File: src/rtl/gol_pkg.sv
// Shared types and constants for the Game of Life frame-store datapath.
package gol_pkg;

  typedef enum logic [1:0] {
    FREE  = 2'd0,
    WRITE = 2'd1,
    READY = 2'd2,
    SHOW  = 2'd3
  } bank_state_t;

  localparam int GEN_CNT_W  = 16;
  localparam int DEF_DATA_W = 5;

endpackage

File: src/rtl/gol_gen_divider.sv
// Generation-rate divider: one tick every speed+1 video frames.
module gol_gen_divider #(
  parameter int SPEED_W = 4
) (
  input  logic               clk,
  input  logic               rst_n,
  input  logic               video_sof,
  input  logic [SPEED_W-1:0] speed,
  output logic               tick
);

  logic [SPEED_W-1:0] count;

  // Compare with >= so lowering speed mid-count ticks on the very next frame.
  assign tick = video_sof && (count >= speed);

  always_ff @(posedge clk or negedge rst_n) begin
    if (!rst_n) begin
      count <= '0;
    end else if (video_sof) begin
      count <= tick ? '0 : count + 1'b1;
    end
  end

endmodule

File: src/rtl/gol_bank_ctrl.sv
// N-buffer frame-store controller: bank lifecycle, engine grant handshake, tear-free display swap.
// Optional statistics counters (drop_ticks, skip_gens) are built when GOL_BANK_STATS_EN is defined.
module gol_bank_ctrl
  import gol_pkg::*;
#(
  parameter  int NUM_BANKS = 2,
  parameter  int DATA_W    = DEF_DATA_W,
  parameter  int SPEED_W   = 4,
  localparam int BW        = (NUM_BANKS <= 2) ? 1 : $clog2(NUM_BANKS)
) (
  input  logic                        clk,
  input  logic                        rst_n,
  input  logic                        video_sof,
  input  logic [SPEED_W-1:0]          speed,
  input  logic                        eng_req,
  output logic                        eng_grant,
  input  logic                        eng_done,
  input  logic                        eng_init,
  input  logic                        eng_we,
  output logic [BW-1:0]               eng_rd_bank,
  output logic [BW-1:0]               eng_wr_bank,
  output logic [NUM_BANKS-1:0]        bank_we,
  input  logic [NUM_BANKS*DATA_W-1:0] bank_dout_a,
  input  logic [NUM_BANKS*DATA_W-1:0] bank_dout_b,
  output logic [DATA_W-1:0]           dout_display,
  output logic [DATA_W-1:0]           dout_engine,
  output logic [BW-1:0]               disp_bank,
  output logic [GEN_CNT_W-1:0]        gen_count,
  output logic [GEN_CNT_W-1:0]        drop_ticks,
  output logic [GEN_CNT_W-1:0]        skip_gens
);

  bank_state_t state_q [NUM_BANKS];
  bank_state_t state_d [NUM_BANKS];

  logic          tick;
  logic          tick_pending;
  logic [BW-1:0] newest_idx;
  logic          has_ready, has_write, free_ok;
  logic [BW-1:0] ready_idx, write_idx, free_idx;
  logic          grant_fire, done_fire, swap_fire;
  logic [BW-1:0] disp_bank_p1, eng_rd_bank_p1;

  gol_gen_divider #(
    .SPEED_W (SPEED_W)
  ) u_divider (
    .clk       (clk),
    .rst_n     (rst_n),
    .video_sof (video_sof),
    .speed     (speed),
    .tick      (tick)
  );

  // Descending scan so the lowest-index FREE bank wins.
  always_comb begin
    has_ready = 1'b0;
    has_write = 1'b0;
    free_ok   = 1'b0;
    ready_idx = '0;
    write_idx = '0;
    free_idx  = '0;
    for (int i = NUM_BANKS - 1; i >= 0; i--) begin
      if (state_q[i] == FREE) begin
        free_ok  = 1'b1;
        free_idx = BW'(i);
      end
      if (state_q[i] == READY) begin
        has_ready = 1'b1;
        ready_idx = BW'(i);
      end
      if (state_q[i] == WRITE) begin
        has_write = 1'b1;
        write_idx = BW'(i);
      end
    end
  end

  assign grant_fire = eng_req && tick_pending && !has_write && free_ok && !eng_init;
  assign done_fire  = eng_done && has_write;
  assign swap_fire  = video_sof && has_ready;

  // A simultaneous swap consumes the pre-cycle READY bank, so the completing one is not a skip.
  always_comb begin
    for (int i = 0; i < NUM_BANKS; i++) begin
      state_d[i] = state_q[i];
      if (swap_fire && (BW'(i) == ready_idx)) begin
        state_d[i] = SHOW;
      end else if (swap_fire && (state_q[i] == SHOW)) begin
        state_d[i] = FREE;
      end else if (done_fire && (state_q[i] == WRITE)) begin
        state_d[i] = READY;
      end else if (done_fire && (state_q[i] == READY)) begin
        state_d[i] = FREE;
      end else if (grant_fire && (BW'(i) == free_idx)) begin
        state_d[i] = WRITE;
      end
    end
  end

  always_ff @(posedge clk or negedge rst_n) begin
    if (!rst_n) begin
      for (int i = 0; i < NUM_BANKS; i++) begin
        state_q[i] <= (i == 0) ? SHOW : FREE;
      end
      disp_bank    <= '0;
      newest_idx   <= '0;
      eng_rd_bank  <= '0;
      eng_wr_bank  <= '0;
      eng_grant    <= 1'b0;
      tick_pending <= 1'b0;
      gen_count    <= '0;
    end else begin
      for (int i = 0; i < NUM_BANKS; i++) begin
        state_q[i] <= state_d[i];
      end
      eng_grant    <= grant_fire;
      tick_pending <= tick || (tick_pending && !grant_fire);
      if (swap_fire) begin
        disp_bank <= ready_idx;
      end
      if (grant_fire) begin
        eng_wr_bank <= free_idx;
        eng_rd_bank <= newest_idx;
      end
      if (done_fire) begin
        newest_idx <= write_idx;
        gen_count  <= gen_count + 1'b1;
      end
    end
  end

  // ---- stage p0 -> p1: bank selects aligned to the 1-cycle RAM read latency ----
  always_ff @(posedge clk or negedge rst_n) begin
    if (!rst_n) begin
      disp_bank_p1   <= '0;
      eng_rd_bank_p1 <= '0;
    end else begin
      disp_bank_p1   <= disp_bank;
      eng_rd_bank_p1 <= eng_rd_bank;
    end
  end

  always_comb begin
    dout_display = '0;
    dout_engine  = '0;
    for (int i = 0; i < NUM_BANKS; i++) begin
      if (disp_bank_p1 == BW'(i)) begin
        dout_display = bank_dout_a[i*DATA_W +: DATA_W];
      end
      if (eng_rd_bank_p1 == BW'(i)) begin
        dout_engine = bank_dout_b[i*DATA_W +: DATA_W];
      end
    end
  end

  always_comb begin
    for (int i = 0; i < NUM_BANKS; i++) begin
      bank_we[i] = eng_we && (eng_init ||
                   ((eng_wr_bank == BW'(i)) && (state_q[i] == WRITE)));
    end
  end

`ifdef GOL_BANK_STATS_EN
  function automatic logic [GEN_CNT_W-1:0] sat_inc(input logic [GEN_CNT_W-1:0] v);
    return (&v) ? v : v + 1'b1;
  endfunction

  logic [GEN_CNT_W-1:0] drop_cnt, skip_cnt;

  always_ff @(posedge clk or negedge rst_n) begin
    if (!rst_n) begin
      drop_cnt <= '0;
      skip_cnt <= '0;
    end else begin
      if (tick && tick_pending && !grant_fire) begin
        drop_cnt <= sat_inc(drop_cnt);
      end
      if (done_fire && has_ready && !swap_fire) begin
        skip_cnt <= sat_inc(skip_cnt);
      end
    end
  end

  assign drop_ticks = drop_cnt;
  assign skip_gens  = skip_cnt;
`else
  assign drop_ticks = '0;
  assign skip_gens  = '0;
`endif

endmodule

File: config.mk
export PLATFORM = sky130hd
export DESIGN_NAME = gol_bank_ctrl
export DESIGN_NICKNAME = d
export VERILOG_FILES = /design/src/rtl/gol_pkg.sv /design/src/rtl/gol_gen_divider.sv /design/src/rtl/gol_bank_ctrl.sv
export SDC_FILE = /design/constraint.sdc
export NUM_CORES = 1
export LEC_CHECK = 0
export ABC_AREA = 1
export CAP_MARGIN = 10
export CORE_MARGIN = 2
export CORE_UTILIZATION = 42
export DETAILED_ROUTE_END_ITERATION = 16
export PLACE_DENSITY = 0.81
export SLEW_MARGIN = 20
export SYNTH_ARGS = -nofsm -noshare
export SYNTH_HDL_FRONTEND = slang
export SYNTH_SLANG_ARGS = --single-unit
File: constraint.sdc
create_clock -name clk -period 1.7 [get_ports clk]
set_input_delay 0.17 -clock clk [delete_from_list [all_inputs] [get_ports clk]]
set_output_delay 0.17 -clock clk [all_outputs]
set_load 0.1 [all_outputs]
==> results of run 1 <==
power groups by stage:
stage / sequential (uW) / combinational [uW] / clock [uW]
2_1_floorplan: 2010 / 1680 / 0
3_3_place_gp: 1350 / 3300 / 0
3_5_place_dp: 1360 / 3360 / 0
4_1_cts: 1350 / 3370 / 654
5_1_grt: 1390 / 3550 / 689
6_report: 1350 / 3350 / 638
stage by stage:
stage	setup WS, ps	hold slack, ps	cells
final	137	271	400
after global routing	35.9	326	400
after CTS	134	288	400
after detailed placement	42.0	444	392
after global placement	118	442	392
after floorplan	12.1	-126	295
cells in the final DEF (no fill, tap or decap), types with 2 or more instances in the layout:
cell and instances:
nand2_1 71, clkbuf_8 7, o21ai_1 2, xnor2_1 4, conb_1 32, buf_12 31
a21oi_1 3, dfrtp_1 18, inv_2 3, nand3_1 13, ha_1 6, nand2_2 2
xor2_1 7, dfstp_2 2, nand4_1 6, buf_4 3, o21ai_0 9, inv_1 27
a21oi_4 2, clkdlybuf4s50_1 30, nor2_2 4, nand2_4 2, dfrtp_2 12, a21boi_0 2
mux2_2 10, nor2_4 3, nor2_1 17
final timing paths:
check                                   from             to  slack, ps  depth (start not counted)
min in group clk                   disp_bank   disp_bank_p1        450                          0
worst max register to register  gen_count[1]  gen_count[14]        250                          8
worst max-delay path              state_q[2]     bank_we[0]        140                          3
worst min-delay path                   rst_n  gen_count[12]        270                          2
max in group asynchronous              rst_n     state_q[3]       1100                          2
worst min register to register     disp_bank   disp_bank_p1        450                          0
metal layers:
metal	wire length, um	share of wire, %
met1	1790	39
met2	2370	52
met3	376	8.3
met4	11	0.24
met5	0	0
logic make-up (layout without fill, tap and decap cells):
logic type,Yosys count,in the layout
AOI/OAI and AO/OA,19,19
xor gates and xnor gates,11,11
adders and majority gates,6,6
buffers and inverters,64,102
DFF,32,32
muxes,10,10
other,1,32
and+or+nand+nor,121,121
cell type report:
type	instances	area share, %
multi-input cells	199	34.4
well taps	67	2.67
inverters	30	3.59
repair buffers	64	30.1
flip-flops and latches	32	26.1
clock buffers	8	3.19
sequential cells by signal, indices dropped and copies added (netlist names):
name,count
disp_bank_p1,1
tick_pending,1
state_q,4
eng_rd_bank_p1,1
disp_bank,1
eng_rd_bank,1
u_divider.count,4
newest_idx,1
eng_grant,1
gen_count,16
eng_wr_bank,1
==> summary.txt, run 1 <==
Yosys
  • Synth top cells by count: nand2_1 (71), buf_4 (33), dfrtp_1 (30)
  • Post-Syn Instances: 264
  • Post-Syn Area per Cell: 8.00 um^2
  • Main combinational cell family by area after synthesis: simple AND/OR/NAND/NOR gates
  • Asr flop ratio synth: 100%
  • Post-synth EDFFs: 0
  • Top cells by area, synth: dfrtp_1 (36%), nand2_1 (13%), buf_4 (12%), mux2_2 (5.3%), inv_1 (4.8%)
  • Synth Flop Type: dfrtp_1
  • FF+latch count, synth: 32
  • XOR/XNOR Fraction of Synth Area: 4.56%
  • Simple logic cell fraction of the synthesized area: 26.1%
  • Most common cell in the netlist: nand2_1
  • Synth warn: 0
  • Leading area contributor after synthesis: dfrtp_1
  • Compound-cell area share of the yosys netlist: 4.86%
  • Post-synth top area share: 35.6%
  • Seq/Total Area, Yosys: 38.1%
  • Post-synthesis mux area share: 5.33%
  • Unique masters post-synth: 27
  • Adder-Cell Fraction of Synth Area: 3.56%
  • Netlist Area Pre-Place: 2110 um^2

STA
  • Fin crit share: 92.0%
  • Final Setup Violations: 0
  • Skew final: 7.55 ps
  • RSZ-0062 raised after global routing: no
  • Fmax: 640 MHz
  • Setup TNS: 0 ps
  • Hold Vio Cnt, Final: 0
  • Post-route minimum period: 1560 ps
  • Final Slew Violations: 0

Global routing
  • Initial antenna violation count: 0
  • Top Usage Layer GRT: met2
  • First-pass GRT wire length: 7580 um
  • Global Route met1 Usage: 21.9%
  • GR Overflow Total: 0
  • M2 GR Usage: 29.9%
  • Largest net degree at the start of global routing: 33
  • Global-route met3 utilization: 4.55%
  • Gr usage total: 17.5%
  • Number of global-route vias before repair: 1726

Clocking
  • Clk sinks: 32
  • Bufs on Longest Clock Path: 2
  • Cts hold-fix bufs: 0
  • TritonCTS clock tree: yes
  • CTS resizes: 0
  • Post-CTS setup buffers: 0
  • Clock-pin transition on the worst setup and hold timing paths: 70 ps
  • Clock latency on the worst-skew pair: 280 ps
  • CTS Buf Count: 5
  • Root Buffer: clkbuf_8
  • Htree depth: 2

Setup path
  • Delay-heaviest family, CP: flip-flops
  • WS Path Type: flop to primary output
  • WP data required: 1530 ps
  • Crit start category: flop
  • Crit path max-delay cell type: dfstp_2
  • CP peak stage delay: 620 ps
  • Crit. End Element: primary output
  • Worst path arrival time: 1390 ps
  • CP Max Fanout: 9
  • Worst-path cell chain: nand3_1 > a21oi_4 > buf_12
  • Bufs and invs on worst path: 1

Place
  • Estimated wirelength of the detail-placed design: 3670 um
  • Placed inst area: 3040 um^2
  • Port Buffers: 62
  • Routability cong.: 0.850

Power
  • Int Power: 2480 uW
  • PD cells: 1700 nW/um^2
  • Tot Pwr: 5340 uW
  • Peak supply drop: 1.74 mV
  • P_leak: 0.00150 uW
  • Clock power share: 12.0%
  • Comb pwr share: 62.8%
  • P_sw: 2860 uW
  • Reg power frac: 25.3%
  • Switching Share: 53.5%

Drt
  • Initial DRC count: 90
  • Detail Route Antenna Nets: 0
  • DRC viols: 0
  • WL/cell: 11.4 um
  • DRT Pass-1 Iters: 4
  • DR vias/cell: 4.57
  • DR vias: 1826
  • Drt total wl: 4550 um

Finish
  • Layout Nets: 369
  • N_diodes: 0
  • Post-layout util: 65.6%
  • Multi-input logic area: 1080 um^2
  • Final Instance Area: 3140 um^2
  • Register area: 818 um^2
  • Layout cell share with drive strength beyond 1: 24.9%
  • Syn-to-layout area delta: 48.7%
  • Fillers: 387

Worst hold path
  • HP Class: primary input to async pin

Die
  • Core Region: 4790 um^2
  • Effective utilization at floorplan: 44.1%
  • Die width: 74.9 um
  • Num rows: 25
  • Die span in y: 74.9 um
  • Die area: 5610 um^2
  • Ports: 95

Status
  • Run status: finished clean

Run
  • Max-cap viol count: 0
Power figures use the tool's default switching activity.
==> inputs of run 2 (changes only) <==
--- a/config.mk
+++ b/config.mk
@@ -8,9 +8,10 @@
 export ABC_AREA = 1
 export CAP_MARGIN = 10
 export CORE_MARGIN = 2
-export CORE_UTILIZATION = 42
+export CORE_UTILIZATION = 63
 export DETAILED_ROUTE_END_ITERATION = 16
-export PLACE_DENSITY = 0.81
+export DONT_BUFFER_PORTS = 1
+export PLACE_DENSITY = 0.79
 export SLEW_MARGIN = 20
 export SYNTH_ARGS = -nofsm -noshare
 export SYNTH_HDL_FRONTEND = slang
==> summary.txt, run 2 (same netlist as run 1, synthesis figures left out) <==
Drt
  • M1 wire length: 1800 um (was 1790 um)
  • Drt total wl: 3970 um (was 4550 um)
  • DRC viols: 0 (unchanged)
  • Max layer used: met4 (unchanged)
  • Detail Route Antenna Nets: 0 (unchanged)
  • Initial DRC count: 48 (was 90)
  • DR vias: 1664 (was 1826)
  • Met3 WL: 242 um (was 376 um)
  • Met2 WL: 1890 um (was 2370 um)
  • DR vias/cell: 4.88 (was 4.57)
  • WL/cell: 11.6 um (was 11.4 um)
  • DRT Pass-1 Iters: 4 (unchanged)

STA
  • RSZ-0062 raised after global routing: no (unchanged)
  • Fin crit share: 95.5% (was 92.0%)
  • Worst slew pin tran: 533 ps
  • Hold Vio Cnt, Final: 0 (unchanged)
  • Max-slew headroom: 64.6%
  • Skew final: 13.3 ps (was 7.55 ps)
  • Post-route minimum period: 1620 ps (was 1560 ps)
  • Final Setup Violations: 0 (unchanged)
  • Setup TNS: 0 ps (unchanged)
  • Fmax: 616 MHz (was 640 MHz)
  • Final Slew Violations: 0 (unchanged)

Setup path
  • Delay-heaviest family, CP: flip-flops (unchanged)
  • R2R Setup Slk: 150 ps (was 250 ps)
  • Bufs and invs on worst path: 1 (unchanged)
  • Crit start category: flop (unchanged)
  • Worst R2R Start: u_divider.count[0] (was gen_count[1])
  • Crit path max-delay cell type: dfstp_2 (unchanged)
  • Reg2reg end: u_divider.count[2] (was gen_count[14])
  • Crit. End Element: primary output (unchanged)
  • FF-to-FF path depth: 7 (was 8)
  • CP peak stage delay: 620 ps (about the same)
  • Worst-path cell chain: nand3_1 > a21oi_4 > buf_12 (unchanged)
  • WP data required: 1530 ps (about the same)
  • WS Path Type: flop to primary output (unchanged)
  • Worst path arrival time: 1450 ps (was 1390 ps)
  • CP Max Fanout: 9 (unchanged)

Place
  • Port Buffers: 0 (was 62)
  • Estimated wirelength of the detail-placed design: 3140 um (was 3670 um)
  • Placed cell count: 329 (was 392)
  • Routability cong.: 0.869 (was 0.850)

Clocking
  • TritonCTS clock tree: yes (unchanged)
  • CTS Buf Count: 5 (unchanged)
  • Bufs on Longest Clock Path: 2 (unchanged)
  • Htree depth: 2 (unchanged)
  • Clock latency on the worst-skew pair: 330 ps (was 280 ps)
  • Clock-pin transition on the worst setup and hold timing paths: 100 ps (was 70 ps)
  • Clk sinks: 32 (unchanged)
  • Root Buffer: clkbuf_4 (was clkbuf_8)

Die
  • Num rows: 21 (was 25)
  • Die area: 3830 um^2 (was 5610 um^2)
  • Core Region: 3280 um^2 (was 4790 um^2)
  • Ports: 95 (unchanged)
  • Die width: 61.9 um (was 74.9 um)
  • Effective utilization at floorplan: 64.3% (was 44.1%)
  • Die span in y: 61.9 um (was 74.9 um)

Global routing
  • Largest net degree at the start of global routing: 33 (unchanged)
  • First-pass GRT wire length: 6200 um (was 7580 um)
  • Gr usage total: 22.3% (was 17.5%)
  • Initial antenna violation count: 0 (unchanged)
  • GR Overflow Total: 0 (unchanged)
  • Number of global-route vias before repair: 1408 (was 1726)

Finish
  • Layout cell share with drive strength beyond 1: 25.4% (was 24.9%)
  • Most frequent cells in the layout: nand2_1 (71), conb_1 (32), inv_1 (26) (was nand2_1 (71), conb_1 (32), buf_12 (31))
  • N_diodes: 0 (unchanged)
  • Largest register FFs: 16 (unchanged)
  • Biggest regs: gen_count: 16 flops, state_q: 4 flops, u_divider.count: 4 flops (unchanged)
  • Syn-to-layout area delta: 13.8% (was 48.7%)
  • Layout Nets: 331 (was 369)
  • Top reg by flops: gen_count (unchanged)
  • Non-Filler Instances: 341 (was 400)
  • Commonest non-fill, non-tap cell in the layout: nand2_1 (unchanged)

Power
  • PD cells: 1970 nW/um^2 (was 1700 nW/um^2)
  • P_leak: 0.00124 uW (was 0.00150 uW)
  • Peak supply drop: 1.19 mV (was 1.74 mV)

Worst hold path
  • HP Class: primary input to flop (was primary input to async pin)
  • Hold Startpoint: video_sof
  • Worst Hold Depth: 3
  • WHS Endpoint: u_divider.count[0]

Status
  • Run status: finished clean (unchanged)

Run
  • Max-cap viol count: 0 (unchanged)
## run 2: changes by cell type in the layout (fill, tap and decap cells not counted), moves of 2 or more
cell,previous run,this run
buf_12,31,3
clkbuf_8,7,2
clkdlybuf4s50_1,30,0
buf_4,3,21
clkbuf_4,0,5
dlygate4sd3_1,0,2
## run 2: layer usage
layer	GRT usage, %	up-vias
li1	-	830
met1	30.4	756
met2	35.9	72
met3	6.21	6
met4	4.56	0
met5	0	-
## run 2: stage by stage
step | area (um^2) | utilization (%) | hold WS, ps | power (uW) | setup slack [ps]
after floorplan | 2260 | - | -126 | 3690 | 12.1
after global placement | 2260 | 68.8 | -125 | 3990 | 342
after detailed placement | 2260 | 68.8 | -125 | 4040 | 209
after CTS | 2390 | 72.9 | 4.05 | 4720 | 51.3
after global routing | 2400 | 73.1 | 22.7 | 4990 | 5.54
final | 2400 | 73.1 | 20.0 | 4720 | 76.4
## run 2: how the worst max path moves through the flow
stage	from	to	slack [ps]	depth (start not counted)
4_1_cts	state_q[1]	bank_we[1]	50	6
6_report	state_q[2]	bank_we[0]	80	3
2_1_floorplan	gen_count[11]	gen_count[13]	10	7
3_5_place_dp	u_divider.count[0]	u_divider.count[2]	210	7
3_3_place_gp	u_divider.count[0]	u_divider.count[3]	340	7
5_1_grt	u_divider.count[0]	u_divider.count[2]	6	7
## run 2: cell type report
class	count	area, um^2
multi-input combinational	199	1080
fill	258	882
sequential	32	818
timing repair buffer	26	238
inverter	30	113
clock buffer	7	65.1
tap	46	57.6
clock inverter	1	30.0
## run 2: power breakdown
group	switching, uW	leakage, uW	internal, uW	total (uW)
Clock	261	0.0000515	390	651
Combinational	2230	0.000796	559	2790
Sequential	251	0.000389	1030	1280
## run 2: what timing repair did
action,4_1_cts,5_1_grt
endpoints found under the hold margin,37,0
endpoints found under the setup margin,0,1
resized for setup,0,1
hold buffers,3,0
buffers inserted,0,1
## run 2: worst min-delay path: stages
cell	delay (ps)
inv_1	50
nand2_1	60
nand2_1	40
==> inputs of run 3 (changes only) <==
--- a/config.mk
+++ b/config.mk
@@ -8,11 +8,12 @@
 export ABC_AREA = 1
 export CAP_MARGIN = 10
 export CORE_MARGIN = 2
-export CORE_UTILIZATION = 63
+export CORE_UTILIZATION = 38
 export DETAILED_ROUTE_END_ITERATION = 16
 export DONT_BUFFER_PORTS = 1
-export PLACE_DENSITY = 0.79
+export PLACE_DENSITY = 0.52
 export SLEW_MARGIN = 20
 export SYNTH_ARGS = -nofsm -noshare
 export SYNTH_HDL_FRONTEND = slang
+export SYNTH_HIERARCHICAL = 1
 export SYNTH_SLANG_ARGS = --single-unit
==> summary.txt, run 3 <==
STA
  • Final Setup Violations: 0 (unchanged)
  • Max-slew headroom: 65.1% (was 64.6%)
  • Post-route minimum period: 1600 ps (was 1620 ps)
  • Setup TNS: 0 ps (unchanged)
  • RSZ-0062 raised after global routing: no (unchanged)
  • Fmax: 626 MHz (was 616 MHz)
  • Final Slew Violations: 0 (unchanged)
  • Fin crit share: 93.9% (was 95.5%)
  • Hold Vio Cnt, Final: 0 (unchanged)
  • Worst slew pin tran: 526 ps (was 533 ps)
  • Skew final: 4.99 ps (was 13.3 ps)

Yosys
  • Leading area contributor after synthesis: dfrtp_1 (unchanged)
  • Seq/Total Area, Yosys: 36.3% (was 38.1%)
  • Top cells by area, synth: dfrtp_1 (34%), nand2_1 (15%), buf_4 (11%), inv_1 (5.4%), mux2_2 (5.1%) (was dfrtp_1 (36%), nand2_1 (13%), buf_4 (12%), mux2_2 (5.3%), inv_1 (4.8%))
  • Synth top cells by count: nand2_1 (87), buf_4 (32), inv_1 (32) (was nand2_1 (71), buf_4 (33), dfrtp_1 (30))
  • Post-Syn Instances: 290 (was 264)
  • Synth Flop Type: dfrtp_1 (unchanged)
  • Post-synth EDFFs: 0 (unchanged)
  • FF+latch count, synth: 32 (unchanged)
  • Netlist Area Pre-Place: 2210 um^2 (was 2110 um^2)
  • Post-Syn Area per Cell: 7.62 um^2 (was 8.00 um^2)
  • Asr flop ratio synth: 100% (unchanged)
  • Post-synth top area share: 34.0% (was 35.6%)
  • Most common cell in the netlist: nand2_1 (unchanged)
  • Unique masters post-synth: 31 (was 27)
  • Synth warn: 6 (was 0)

Power
  • P_leak: 0.00129 uW (was 0.00124 uW)
  • Tot Pwr: 5390 uW (was 4720 uW)
  • PD cells: 2150 nW/um^2 (was 1970 nW/um^2)
  • Peak supply drop: 1.24 mV (was 1.19 mV)

Clocking
  • CTS resizes: 0 (unchanged)
  • Htree depth: 2 (unchanged)
  • Post-CTS setup buffers: 0 (unchanged)
  • Bufs on Longest Clock Path: 2 (unchanged)
  • CTS Buf Count: 5 (unchanged)
  • TritonCTS clock tree: yes (unchanged)
  • Clock-pin transition on the worst setup and hold timing paths: 70 ps (was 100 ps)
  • Clock latency on the worst-skew pair: 280 ps (was 330 ps)
  • Clk sinks: 32 (unchanged)
  • Root Buffer: clkbuf_8 (was clkbuf_4)

Finish
  • Largest register FFs: 16 (unchanged)
  • Syn-to-layout area delta: 13.5% (was 13.8%)
  • N_diodes: 0 (unchanged)
  • Commonest non-fill, non-tap cell in the layout: nand2_1 (unchanged)
  • Fillers: 572 (was 258)
  • Biggest regs: gen_count: 16 flops, state_q: 4 flops, u_divider/count: 4 flops (was gen_count: 16 flops, state_q: 4 flops, u_divider.count: 4 flops)
  • Most frequent cells in the layout: nand2_1 (87), inv_1 (32), conb_1 (32) (was nand2_1 (71), conb_1 (32), inv_1 (26))
  • Top reg by flops: gen_count (unchanged)
  • Layout Nets: 356 (was 331)
  • Layout cell share with drive strength beyond 1: 20.9% (was 25.4%)

Drt
  • Drt total wl: 4600 um (was 3970 um)
  • DR vias/cell: 4.52 (was 4.88)
  • DR vias: 1770 (was 1664)
  • DRC viols: 0 (unchanged)
  • WL/cell: 11.7 um (was 11.6 um)
  • Detail Route Antenna Nets: 0 (unchanged)
  • Initial DRC count: 47 (was 48)
  • DRT Pass-1 Iters: 4 (unchanged)

Die
  • Die span in y: 80.3 um (was 61.9 um)
  • Die width: 80.3 um (was 61.9 um)
  • Num rows: 27 (was 21)
  • Effective utilization at floorplan: 39.7% (was 64.3%)
  • Core Region: 5570 um^2 (was 3280 um^2)
  • Die area: 6440 um^2 (was 3830 um^2)
  • Ports: 95 (unchanged)

Place
  • Port Buffers: 0 (unchanged)
  • Routability cong.: 0.852 (was 0.869)
  • Estimated wirelength of the detail-placed design: 3660 um (was 3140 um)

Setup path
  • WP depth: 5 (was 3)
  • Crit start category: flop (unchanged)
  • WP data required: 1530 ps (about the same)
  • R2R Setup Slk: 240 ps (was 150 ps)
  • CP peak stage delay: 580 ps (was 620 ps)
  • WS Path Type: flop to primary output (unchanged)
  • CP Max Fanout: 5 (was 9)
  • Crit. End Element: primary output (unchanged)
  • FF-to-FF path depth: 6 (was 7)
  • Reg2reg end: tick_pending (was u_divider.count[2])
  • Worst R2R Start: u_divider/count[3] (was u_divider.count[0])
  • Delay-heaviest family, CP: flip-flops (unchanged)
  • Crit path max-delay cell type: dfstp_2 (unchanged)
  • Worst-path cell chain: inv_2 > nand2_2 > nor2_1 > o21a_1 > buf_12 (was nand3_1 > a21oi_4 > buf_12)
  • Worst path arrival time: 1430 ps (was 1450 ps)
  • Bufs and invs on worst path: 2 (was 1)

Global routing
  • Largest net degree at the start of global routing: 33 (unchanged)
  • Number of global-route vias before repair: 1676 (was 1408)
  • Gr usage total: 15.3% (was 22.3%)
  • Initial antenna violation count: 0 (unchanged)
  • First-pass GRT wire length: 7530 um (was 6200 um)
  • GR Overflow Total: 0 (unchanged)

Run
  • Max-cap viol count: 0 (unchanged)

Worst hold path
  • Hold Startpoint: video_sof (unchanged)
  • Worst Hold Depth: 2 (was 3)
  • WHS Endpoint: u_divider/count[1] (was u_divider.count[0])
  • HP Class: primary input to flop (unchanged)

Status
  • Run status: finished clean (unchanged)
==> run 3: worst max path at each step <==
stage,start,slack (ps),end
after CTS,state_q[3],100,bank_we[0]
final,state_q[3],100,bank_we[0]
after global routing,state_q[3],60,bank_we[0]
after floorplan,gen_count[12],7,gen_count[15]
after global placement,u_divider/count[0],280,tick_pending
after detailed placement,u_divider/count[0],240,tick_pending
==> run 3: cells by family after synthesis <==
family                   synth area share (%)
AND/OR/NAND/NOR                          28.9
buffers and inverters                    17.5
flip-flops                               36.3
AO/OA/AOI/OAI                            4.70
XOR/XNOR                                 3.96
multiplexers                             5.09
adder cells (fa/ha/maj)                  3.40
other                                   0.170
==> run 3: power breakdown <==
| group | internal, uW | switching, uW |
|---|---|---|
| sequential | 1070 | 321 |
| clock | 323 | 291 |
| combinational | 685 | 2700 |
| total | 2080 | 3310 |
==> run 3: cell type report <==
type / count / area [um^2] / area share, %
clock buffer: 6 / 82.6 / 3.29
clock inverter: 2 / 10.0 / 0.399
inverter: 34 / 130 / 5.18
multi-input combinational: 221 / 1150 / 45.8
sequential: 32 / 818 / 32.6
tap: 72 / 90.1 / 3.59
timing repair buffer: 25 / 230 / 9.17
==> run 3: what timing repair did <==
| item | in CTS | in global routing |
|---|---|---|
| endpoints found under the setup margin | 0 | 0 |
| hold buffers | 3 | 0 |
| endpoints found under the hold margin | 34 | 0 |
==> run 3: through the flow <==
stage / util [%] / cell area (um^2) / setup WS, ps / hold slack (ps) / cells
3_5_place_dp: 42.6 / 2380 / 238 / -124 / 381
4_1_cts: 45.0 / 2510 / 95.7 / 32.5 / 392
3_3_place_gp: 42.6 / 2380 / 278 / -125 / 381
5_1_grt: 45.0 / 2510 / 56.7 / 41.1 / 392
2_1_floorplan: - / 2350 / 7.20 / -126 / 321
6_report: 45.0 / 2510 / 103 / 40.2 / 392
==> run 3: worst reg2reg max path, delay by kind of cell (launching register included) <==
| kind | cells | cell delay [ps] |
|---|---|---|
| adder cells (fa/ha/maj) | 1 | 300 |
| AO/OA/AOI/OAI | 2 | 400 |
| AND/OR/NAND/NOR | 2 | 230 |
| buffers and inverters | 1 | 40 |
| flip-flops | 1 | 390 |
==> run 3: layer usage <==
layer	up-vias	share of wire (%)	track usage [%]
met5	-	0	0
met1	782	44	18.4
met2	79	47	25.7
met4	0	1.4	5.59
met3	6	7.9	4.94
li1	903	-	-
